**src/rtl/shared_bus_mux_pkg.sv**
```systemverilog
// Shared selection type used by the token-ring controllers, the arbiter and the bus mux.
package shared_bus_mux_pkg;

  typedef enum logic [1:0] {
    SEL_A = 2'd0,
    SEL_B = 2'd1,
    SEL_C = 2'd2,
    SEL_X = 2'd3
  } sel_t;

  localparam logic [1:0] A_ID = 2'd0;
  localparam logic [1:0] B_ID = 2'd1;
  localparam logic [1:0] C_ID = 2'd2;

  function automatic logic [1:0] popcount3(input logic [2:0] v);
    return {1'b0, v[0]} + {1'b0, v[1]} + {1'b0, v[2]};
  endfunction

endpackage

```
**src/rtl/shared_bus_mux_hold_timer.sv**
```systemverilog
// Saturating hold counter with a sticky expiry flag, set on the edge the count reaches MAX_HOLD.
module hold_timer #(
  parameter int MAX_HOLD = 15
) (
  input  logic clk,
  input  logic rst,
  input  logic clear,
  input  logic tick,
  output logic expired
);

  localparam int CW = $clog2(MAX_HOLD + 1);
  localparam logic [CW-1:0] LIMIT = CW'(MAX_HOLD);

  logic [CW-1:0] cnt;

  always_ff @(posedge clk) begin
    if (rst) begin
      cnt     <= '0;
      expired <= 1'b0;
    end else if (clear) begin
      cnt <= '0;
    end else if (tick && cnt != LIMIT) begin
      cnt <= cnt + 1'b1;
      if (cnt == LIMIT - 1'b1) expired <= 1'b1;
    end
  end

endmodule

```
**src/rtl/shared_bus_mux.sv**
```systemverilog
// Turns the three controller acks into ownership of one shared bus, registers the owner's
// word onto it, counts grants and flags overlapping acks and over-long holds.
module shared_bus_mux
  import shared_bus_mux_pkg::*;
#(
  parameter int DATA_W   = 8,
  parameter int MAX_HOLD = 15,
  parameter int CNT_W    = 8
) (
  input  logic              clk,
  input  logic              rst,
  input  logic              ackA,
  input  logic              ackB,
  input  logic              ackC,
  input  logic [DATA_W-1:0] dataA,
  input  logic [DATA_W-1:0] dataB,
  input  logic [DATA_W-1:0] dataC,
  output logic [1:0]        owner,
  output logic              bus_valid,
  output logic [DATA_W-1:0] bus_data,
  output logic [CNT_W-1:0]  grant_count,
  output logic              overlap_err,
  output logic              hold_timeout
);

  sel_t              owner_q;
  sel_t              owner_d;
  logic [DATA_W-1:0] data_d;
  logic [1:0]        n_acks;
  logic              own_ack;
  logic              grant;
  logic              retained;

  // An owner keeps the bus as long as its own ack stays high; intruders never displace it.
  always_comb begin
    n_acks = popcount3({ackC, ackB, ackA});
    case (owner_q)
      SEL_A:   own_ack = ackA;
      SEL_B:   own_ack = ackB;
      SEL_C:   own_ack = ackC;
      default: own_ack = 1'b0;
    endcase

    owner_d = SEL_X;
    if (own_ack) begin
      owner_d = owner_q;
    end else if (n_acks == 2'd1) begin
      if (ackA)      owner_d = SEL_A;
      else if (ackB) owner_d = SEL_B;
      else           owner_d = SEL_C;
    end

    grant    = (owner_d != SEL_X) && (owner_d != owner_q);
    retained = (owner_d != SEL_X) && (owner_d == owner_q);

    case (owner_d)
      SEL_A:   data_d = dataA;
      SEL_B:   data_d = dataB;
      SEL_C:   data_d = dataC;
      default: data_d = '0;
    endcase
  end

  always_ff @(posedge clk) begin
    if (rst) begin
      owner_q     <= SEL_X;
      bus_valid   <= 1'b0;
      bus_data    <= '0;
      grant_count <= '0;
      overlap_err <= 1'b0;
    end else begin
      owner_q   <= owner_d;
      bus_valid <= (owner_d != SEL_X);
      bus_data  <= data_d;
      if (grant)     grant_count <= grant_count + 1'b1;
      if (n_acks[1]) overlap_err <= 1'b1;
    end
  end

  always_comb begin
    owner = owner_q;
  end

  hold_timer #(
    .MAX_HOLD(MAX_HOLD)
  ) u_hold_timer (
    .clk     (clk),
    .rst     (rst),
    .clear   (!retained),
    .tick    (retained),
    .expired (hold_timeout)
  );

endmodule

```
**config.mk**
```make
export PLATFORM = sky130hd
export DESIGN_NAME = shared_bus_mux
export DESIGN_NICKNAME = d
export VERILOG_FILES = /design/src/rtl/shared_bus_mux_pkg.sv /design/src/rtl/shared_bus_mux_hold_timer.sv /design/src/rtl/shared_bus_mux.sv
export SDC_FILE = /design/constraint.sdc
export NUM_CORES = 1
export LEC_CHECK = 0
export CAP_MARGIN = 20
export CORE_MARGIN = 8
export CORE_UTILIZATION = 40
export CTS_CLUSTER_SIZE = 20
export DETAILED_ROUTE_END_ITERATION = 8
export PLACE_DENSITY = 0.81
export SETUP_SLACK_MARGIN = 0.2
export SLEW_MARGIN = 20
export SYNTH_ARGS = -nofsm -noshare
export SYNTH_HDL_FRONTEND = slang
export SYNTH_SLANG_ARGS = --single-unit
export TNS_END_PERCENT = 100
```
**constraint.sdc**
```tcl
create_clock -name clk -period 3.1 [get_ports clk]
set_clock_uncertainty 0.1 [all_clocks]
set_input_delay 0.93 -clock clk [delete_from_list [all_inputs] [get_ports clk]]
set_output_delay 0.93 -clock clk [all_outputs]
set_load 0.02 [all_outputs]
```
==> impl_metrics.toml <==
[power]
p_total_mw = 0.7476
powerDensity_nw_per_um2 = 356.1
vdd_drop_max_mv = 0.1495
p_leak_nw = 0.7403

[placed_design]
io_buffers = 49
place_ws_ns = -0.1995
place.gp.congestion = 0.8344
dp_hpwl_mm = 3.085

[timing]
period_minus_slack_ns = 2.634
grt_setup_unrepaired = "false"
finalHoldViolCount = 0
finalSetupViolCount = 0
worst_slack_ns = 0.4657
worstMarginPinSlew_ns = 0.4073
fmax_mhz = 379.6
whs_ns = 0.3723
tns_ns = 0
maxSlewHeadroom_pct = 72.74
slew_viol_final = 0
final.period_utilization_pct = 84.98

[synthesis]
synth_top_area_share_pct = 35.84
yosysUniqueCellTypes = 45
ys_ff_latch = 25
ys_warn_count = 0
yosysTopAreaCell = "dfxtp_1"
synth_nets = 187
async_flop_share_pct = 0
ys_top_cells_by_area = "dfxtp_1 36%, o2111ai_1 10%, a21oi_1 4.3%"
synth_cells = 154
synth_edf_count = 0
synth_flop_cell = "dfxtp_1"
netlist_area_um2 = 1396
yosysSeqAreaShare_pct = 35.84
syn_area_per_cell_um2 = 9.067

[cts]
cts_sinks = 25
cts-root-buf = "clkbuf_4"
clockBufferDepth = 2
cts_buffers = 3
cts_tree = "built"
htree_levels = 1
cts_hold_buf = 0
clock_latency_ns = 0.31
cts.reportedPaths.clkPinSlew_ns = 0.13

[cells_and_area]
area_delta_synth_final_pct = 50.36
insertedDiodeCount = 0
fill_cells = 296
layout_commonest_cell = "clkdlybuf4s50_1"
final_cell_mix = "46 x clkdlybuf4s50_1, 25 x dfxtp_1, 16 x buf_4"
finish.net_count = 246
drive_gt1_share_pct = 16.51

[routing]
vias = 1478
drtAntennaViolNets = 0
route.detailed.drc = 0
wl_per_cell_um = 15.57
dr.pass1.iters = 4
drt_wl_total_mm = 4.017
vias_per_cell = 5.729
drt_iter0_drc = 139

[worst_setup_path]
arrival_ns = 2.77
critPathLaunchType = "primary input"
criticalPathCategory = "in -> reg"
worst_r2r_endpoint = "grant_count[3]"
end_kind = "flip-flop"
rrSetupSlack_ns = 1.13
reg2reg_depth = 5
cp.required_ns = 3.24
r2r-start = "owner[1]"
cp_max_fo = 3

[die]
chipHeight_um = 75.09
io_pins = 50
die_x_um = 75.09
core-area_um2 = 3337
initial_core_util_pct = 41.84
rows = 21
die_area_um2 = 5638

[grt]
grt_max_degree = 23
grt_pass1_wl_mm = 6.506
grt_use_total_pct = 14.55
grt.overflow.total = 0
antenna_found_initial = 0
grt_pass1_vias = 1456

[hold_path]
hp-class = "reg -> reg"
hold_end = "u_hold_timer.expired"
hold_depth = 2
hold_path_startpoint = "u_hold_timer.expired"

[status]
status = "finished, final reports clean"

[flow_run]
cap_violations = 0
-- worst max-delay path, stage by stage --
cell and delay (ns):
dlymetal6s2s_1 0.16, fa_2 0.59, or4b_4 0.50, a211oi_4 0.29, o21ai_2 0.12, a311oi_2 0.18
-- layout make-up --
class	count	area (um^2)	area share [%]
repair buffers	66	638.1	30.39
well taps	46	57.56	2.741
clock buffers	4	26.28	1.251
inverters	6	22.52	1.073
flip-flops and latches	25	500.5	23.84
multi-input cells	111	854.6	40.70
-- synth_stat cells (2+ instances only) --
library cell and n:
buf_2 5, o31ai_1 6, ha_1 3, dfxtp_1 25, nand2b_1 2, or4_1 6, nor2_1 8, o21ai_0 4
a21oi_1 12, nand2_1 11, and3_1 2, and2_1 2, o211ai_1 8, a211oi_2 2, inv_1 6, clkbuf_1 5
o2111ai_1 16, nand3_1 4
-- report_power, final --
group	switching, mW	internal, mW	leakage, nW
Sequential	0.0132	0.340	0.203
Clock	0.0934	0.0503	0.0150
Combinational	0.124	0.127	0.522
Total	0.231	0.517	0.740
-- what timing repair did --
| item | in CTS | in global routing |
|---|---|---|
| buffers inserted | 0 | 2 |
| resized for setup | 1 | 11 |
| endpoints found under the setup margin | 7 | 15 |
| pin swaps | 1 | 5 |
-- per-stage QoR --
stage	cell area (um^2)	instances	utilization [%]
2_1_floorplan	1396	154	-
3_3_place_gp	2007	252	60.14
3_5_place_dp	2007	252	60.14
4_1_cts	2036	256	61.00
5_1_grt	2100	258	62.92
6_report	2100	258	62.92
-- routing by layer --
metal	global-route usage [%]	up-vias	wire length, um
li1	-	719	-
met1	16.96	687	1681
met2	23.22	66	1906
met3	4.660	6	380
met4	7.391	0	49
met5	0	-	0
-- sequential cells by signal (all words and copies together) (netlist names) --
signal	cells
overlap_err	1
bus_data	8
bus_valid	1
u_hold_timer.expired	1
u_hold_timer.cnt	4
owner	2
grant_count	8
-- kinds of logic after synthesis --
logic type,after synthesis,synth area share [%]
fa+ha+maj,4,4.122
mux,1,0.8064
xor+xnor,1,0.6274
simple gates,46,18.82
compound gates,59,33.69
buf+inv,18,6.093
flops,25,35.84
-- worst max path at each step --
stage | start | slack, ns | cells after the start | to
floorplan | ackA | 0.33 | 6 | grant_count[1]
global placement | ackA | -0.09 | 6 | grant_count[7]
detailed placement | ackA | -0.20 | 6 | grant_count[3]
CTS | ackA | 0.20 | 6 | grant_count[3]
global route | owner[0] | 0.41 | 1 | owner[0]
finish | ackC | 0.47 | 6 | u_hold_timer.cnt[1]
No activity file was read; power rests on OpenSTA's default activity.
